<file path="config.mk">
export PLATFORM = sky130hd
export DESIGN_NAME = ysyx22040228_fore_ctrl
export DESIGN_NICKNAME = d
export VERILOG_FILES = /design/src/rtl/ysyx22040228_fore_ctrl.sv
export SDC_FILE = /design/constraint.sdc
export NUM_CORES = 1
export LEC_CHECK = 0
export BUFFER_PORTS_ARGS = -buffer_cell sky130_fd_sc_hd__clkbuf_2
export CAP_MARGIN = 15
export CORE_MARGIN = 3
export CORE_UTILIZATION = 25
export DETAILED_ROUTE_END_ITERATION = 10
export RECOVER_POWER = 100
export SLEW_MARGIN = 20
export SYNTH_ARGS = -nofsm -noshare
export SYNTH_HDL_FRONTEND = slang
export SYNTH_SLANG_ARGS = --single-unit
</file>
<file path="constraint.sdc">
create_clock -name clk -period 8.78 [get_ports clk]
set_clock_uncertainty 0.15 [all_clocks]
set_input_delay 0.439 -clock clk [delete_from_list [all_inputs] [get_ports clk]]
set_output_delay 0.439 -clock clk [all_outputs]
set_load 0.02 [all_outputs]
</file>
<file path="src/rtl/ysyx22040228_fore_ctrl.sv">
// Fetch-PC sequencer for the static next-PC predictor: drives fetch, arbitrates the
// shared regfile read port, and queues predictions for execute-time checking.
module ysyx22040228_fore_ctrl #(
    parameter logic [63:0] RESET_PC   = 64'h8000_0000,
    parameter int unsigned FIFO_DEPTH = 4,
    parameter int unsigned STARVE_MAX = 2
) (
    input  logic        clk,
    input  logic        rst,
    output logic [63:0] pc_o,
    output logic        pc_valid,
    input  logic        inst_valid,
    output logic        inst_ready,
    input  logic [63:0] pred_pc_i,
    input  logic        pred_x1_ena,
    input  logic [4:0]  pred_x1_addr,
    output logic [63:0] pred_x1_data,
    input  logic [31:0] busy_vec,
    input  logic        dec_rd_req,
    input  logic [4:0]  dec_rd_addr,
    output logic        dec_rd_gnt,
    output logic [4:0]  rf_raddr,
    input  logic [63:0] rf_rdata,
    input  logic        ex_res_valid,
    input  logic [63:0] ex_actual_pc,
    output logic        flush_o
);

    localparam int unsigned AW = $clog2(FIFO_DEPTH);
    localparam int unsigned PW = AW + 1;
    localparam int unsigned SW = $clog2(STARVE_MAX + 1);

    typedef enum logic [1:0] {
        BOOT     = 2'd0,
        RUN      = 2'd1,
        WAIT_RS  = 2'd2,
        REDIRECT = 2'd3
    } state_e;

    state_e         state_q, state_d;
    logic [63:0]    pc_q, pc_d;
    logic           pc_valid_q, pc_valid_d;
    logic           flush_q, flush_d;
    logic [PW-1:0]  wr_ptr_q, wr_ptr_d;
    logic [PW-1:0]  rd_ptr_q, rd_ptr_d;
    logic [SW-1:0]  starve_q, starve_d;
    logic [63:0]    fifo_q [FIFO_DEPTH];

    logic [AW-1:0]  rd_idx, wr_idx;
    logic           fifo_empty, fifo_full;
    logic           pop, mispredict, room;
    logic           src_busy, dec_wins, in_run, pred_use, push;

    assign rd_idx     = rd_ptr_q[AW-1:0];
    assign wr_idx     = wr_ptr_q[AW-1:0];
    assign fifo_empty = (wr_ptr_q == rd_ptr_q);
    assign fifo_full  = (wr_ptr_q[AW] != rd_ptr_q[AW]) && (wr_idx == rd_idx);

    // A matching resolve frees the head slot in the same cycle, so a full FIFO may still accept.
    assign pop        = ex_res_valid && !fifo_empty;
    assign mispredict = pop && (fifo_q[rd_idx] != ex_actual_pc);
    assign room       = !fifo_full || (pop && !mispredict);

    assign src_busy   = (pred_x1_addr != 5'd0) && busy_vec[pred_x1_addr];
    assign dec_wins   = dec_rd_req && (starve_q >= SW'(STARVE_MAX));
    assign in_run     = (state_q == RUN);
    assign pred_use   = in_run && inst_valid && pred_x1_ena && !src_busy && room && !dec_wins;

    assign inst_ready   = in_run && room && (!pred_x1_ena || (!src_busy && !dec_wins));
    assign push         = inst_valid && inst_ready && !mispredict;
    assign dec_rd_gnt   = dec_rd_req && !pred_use;
    assign rf_raddr     = pred_use ? pred_x1_addr : dec_rd_addr;
    assign pred_x1_data = (pred_x1_addr == 5'd0) ? 64'd0 : rf_rdata;

    assign pc_o     = pc_q;
    assign pc_valid = pc_valid_q;
    assign flush_o  = flush_q;

    // Next-state, PC, FIFO pointer and starvation logic
    always_comb begin
        state_d  = state_q;
        pc_d     = pc_q;
        wr_ptr_d = wr_ptr_q;
        rd_ptr_d = rd_ptr_q;
        starve_d = starve_q;
        flush_d  = mispredict;

        unique case (state_q)
            BOOT:     state_d = RUN;
            RUN:      if (inst_valid && pred_x1_ena && src_busy) state_d = WAIT_RS;
            WAIT_RS:  if (!src_busy) state_d = RUN;
            REDIRECT: state_d = RUN;
            default:  state_d = BOOT;
        endcase

        if (mispredict) begin
            state_d  = REDIRECT;
            pc_d     = ex_actual_pc;
            wr_ptr_d = '0;
            rd_ptr_d = '0;
        end else begin
            if (push) begin
                pc_d     = pred_pc_i;
                wr_ptr_d = wr_ptr_q + PW'(1);
            end
            if (pop) rd_ptr_d = rd_ptr_q + PW'(1);
        end

        if (dec_rd_req) begin
            if (dec_rd_gnt)
                starve_d = '0;
            else if (starve_q < SW'(STARVE_MAX))
                starve_d = starve_q + SW'(1);
        end

        pc_valid_d = (state_d == RUN) || (state_d == WAIT_RS);
    end

    always_ff @(posedge clk or negedge rst) begin
        if (!rst) begin
            state_q    <= BOOT;
            pc_q       <= RESET_PC;
            pc_valid_q <= 1'b0;
            flush_q    <= 1'b0;
            wr_ptr_q   <= '0;
            rd_ptr_q   <= '0;
            starve_q   <= '0;
        end else begin
            state_q    <= state_d;
            pc_q       <= pc_d;
            pc_valid_q <= pc_valid_d;
            flush_q    <= flush_d;
            wr_ptr_q   <= wr_ptr_d;
            rd_ptr_q   <= rd_ptr_d;
            starve_q   <= starve_d;
        end
    end

    // Prediction storage; validity is tracked by the pointers alone
    always_ff @(posedge clk) begin
        if (push) fifo_q[wr_idx] <= pred_pc_i;
    end

endmodule
</file>
==> metrics.md <==
| Metric | Value |
|---|---|
| CTS tree | `done` |
| Synth Flop Type | `edfxtp_1` |
| EDFF count, synth | `256` |
| WL/cell | `22.2 um` |
| CP max stage delay | `1.00 ns` |
| # rows | `between 80 and 90` |
| Core ar. | `0.0570 sq mm` |
| Worst-Skew Late Latency | `0.52 ns` |
| Die Area | `0.0612 sq mm` |
| Mapped Nets | `between 1000 and 1500` |
| Failing checks | `capacitance limit, slew limit` |
| Setup crit start kind | `flip-flop` |
| Clock slew at reported path FFs | `0.06 ns` |
| Vias in the first global route | `roughly 10000` |
| Synth cell types | `43` |
| Crit end category | `flip-flop` |
| Die X-Extent | `approximately 250 um` |
| Largest net degree at the start of global routing | `72` |
| Placed inst area | `0.0172 sq mm` |
| Pwr/cell area | `276 mW/mm^2` |
| Post_cts resized | `0` |
| VDD IR max | `0.000137 V` |
| Leakage | `about 0.0063 uW` |
| Worst path top cell family by delay | `buffers and inverters` |
| Starting Density | `25.5%` |
| Gate power share | `27.4%` |
| Layout Nets | `approximately 1600` |
| Register area share after synthesis | `65.9%` |
| CTS sink cnt | `approximately 330` |
| CP max FO | `71` |
| Worst hold-check path type | `input port to flip-flop` |
| Data arrival, critical path | `7.09 ns` |
| First-pass GRT wire length | `67800 um` |
| Post-CTS Hold Buffers | `6` |
| Cell mode on critical path | `nand4_1` |
| Overflow after GRT | `0` |
| Max Fclk | `0.146 GHz` |
| HPWL after detailed placement | `between 30000 and 40000 um` |
| Max-slew headroom | `-74.0%` |
| Syn Inst Count | `970` |
| Total design power | `5030 uW` |
| Layout cell share with drive strength beyond 1 | `27.1%` |
| RSZ-0062 raised after global routing | `false` |
| ANT nets after route | `0` |
| Postcts setup bufs | `0` |
| Vias post-DR | `approximately 10000` |
| DR pass1 iterations | `5` |
| Gpl congestion | `0.872` |
| Status | `finished with violations` |
| Hold Fails Final Rpt | `0` |
| Most common cell after layout, fill and taps aside | `edfxtp_1` |
| Ys async rst share | `a little under a quarter` |
| Residual DRC | `0` |
| Post-synthesis average cell area | `15.0 sq um` |
| Post-route cell area | `0.0182 sq mm` |
| Hold slack | `0.0320 ns` |
| H-tree levels | `2` |
| Boundary Pins | `377` |
| WP data required | `9.01 ns` |
| Initial DRC Count | `817` |
| Fin crit share | `78.1%` |
| Max Cap Viol | `8` |
| Root buf cell | `clkbuf_16` |
| Mapped Area | `0.0146 sq mm` |
| PortBufs | `376` |
| Vias per cell | `4.71` |
| Slew Viols, Final | `between 400 and 500` |
| Yosys warnings | `0` |
| Switch Pwr | `approximately 1700 uW` |
| Die Y | `247 um` |
| Fin util | `32.0%` |
| Buf/Inv on CP | `3` |
| Worst Hold End | `pc_o[31]` |
| Filler cell count | `5680` |
| R2r setup slk | `1.92 ns` |
| Worst-Margin Slew | `2.61 ns` |
| Slowest stage cell on the critical path | `dfrtp_4` |
| Final wirelength | `47000 um` |
| R2r startpoint | `rd_ptr_q[0]` |
| Initial antenna violation count | `6` |
| Synth Register Bits | `332` |
| Clock Power Share | `30.3%` |
| Min-delay src | `ex_actual_pc[31]` |
| R2R Path End | `pc_o[42]` |
| Sw frac | `approximately a third` |
| Layout Area Growth over Synthesis | `25.2%` |
| Int Pwr | `roughly 3300 uW` |
| Gr usage total | `between 10 and 15%` |
| CP cell instances | `buf_4 -> mux4_2 -> xnor2_1 -> nand4_1 -> nor4_1 -> nand4_1 -> nand2_4 -> inv_1 -> clkbuf_1 -> a31oi_1 -> a21oi_1` |
| Most frequent cells in the layout | `256 x edfxtp_1, 223 x clkbuf_2, 164 x clkbuf_1` |
| Fin crit period | `approximately 7 ns` |
| Total CTS buffers | `37` |
| Sequential Power Share | `a little over two fifths` |
| CP Class | `flip-flop to flip-flop` |
| Hold path cells | `3` |
| Final setup violating endpoints | `0` |
| Reg2Reg Depth | `11` |
| Final TNS setup | `0 ns` |
| Clk buf depth | `3` |
[Yosys cell counts (2+ instances only)]
cell	number	area share, %
mux4_2	72	11
nor3b_1	2	0.10
nand3_1	2	0.069
nand2b_1	4	0.17
mux2_2	2	0.15
mux2_1	4	0.31
nor2_1	72	1.9
buf_4	4	0.21
o21ai_0	72	2.5
dfrtp_1	75	13
buf_6	4	0.31
and2_1	68	2.9
a21oi_1	68	2.3
mux2i_1	3	0.21
nand4_1	18	0.77
ha_1	9	0.77
a31oi_1	65	2.8
nand2_1	8	0.21
inv_1	7	0.18
xnor2_1	67	4.0
nor3_1	2	0.069
and3_1	5	0.21
edfxtp_1	256	53
nor4_1	4	0.17
xor2_1	3	0.18
clkbuf_1	41	1.1
buf_2	17	0.58
[tightest hold or removal path, stage by stage]
cell      delay [ns]
clkbuf_2        0.10
nor2_1          0.10
a21oi_1         0.04
[state kept, by name, indices dropped and copies added (netlist names)]
name      cells
fifo_q      256
flush_o       1
pc_o         64
pc_valid      1
rd_ptr_q      3
starve_q      2
state_q       2
wr_ptr_q      3
[cell type report]
cell class | instances | area [sq um] | share of cell area, %
Antenna cell | 5 | 12.5 | 0.0686
Timing Repair Buffer | 389 | 1790 | 9.83
Inverter | 8 | 30.0 | 0.165
Tap cell | 756 | 946 | 5.19
Clock buffer | 50 | 1040 | 5.68
Sequential cell | 332 | 9600 | 52.7
Clock inverter | 17 | 178 | 0.975
Multi-Input combinational cell | 563 | 4640 | 25.4
[power by group through the flow]
stage | registers (uW) | logic, uW | clock network, uW
after detailed placement | 2150 | 1450 | 0
after CTS | 2130 | 1450 | 1560
after global routing | 2150 | 1520 | 1630
after floorplan | 2310 | 695 | 0
after global placement | 2140 | 1410 | 0
final | 2130 | 1380 | 1530
[worst max path at each step]
stage	startpoint	end	cells past startpoint
global placement	rd_ptr_q[0]	fifo_q[1][12]	8
floorplan	rd_ptr_q[0]	fifo_q[3][0]	10
finish	rd_ptr_q[0]	pc_o[42]	11
global route	rd_ptr_q[0]	pc_o[45]	11
detailed placement	rd_ptr_q[0]	fifo_q[2][59]	8
CTS	rd_ptr_q[0]	inst_ready	10
[metrics by stage]
| stage | worst slack [ns] | instances |
|---|---|---|
| global route | 1.40 | 2119 |
| floorplan | 4.13 | 970 |
| CTS | 2.52 | 2115 |
| global placement | 2.84 | 2042 |
| detailed placement | 2.79 | 2042 |
| finish | 1.92 | 2120 |
[routing by layer]
metal | wire length [um] | GRT usage (%) | vias up
met5 | 13 | 0 | -
met4 | 842 | 3.59 | 2
met3 | 2800 | 2.46 | 51
met2 | 22400 | 23.6 | 356
met1 | 21000 | 21.5 | 5129
li1 | - | - | 4451
[logic make-up (layout without fill, tap and decap cells)]
group	Yosys count	after routing	share of synthesized area [%]
compound gates	215	215	8.17
xor+xnor	70	70	4.21
fa+ha+maj	9	9	0.773
buf+inv	75	464	2.39
flops	332	332	65.9
mux	81	81	11.8
other cells	0	5	0
simple gates	188	188	6.80
Power figures use the tool's default switching activity.
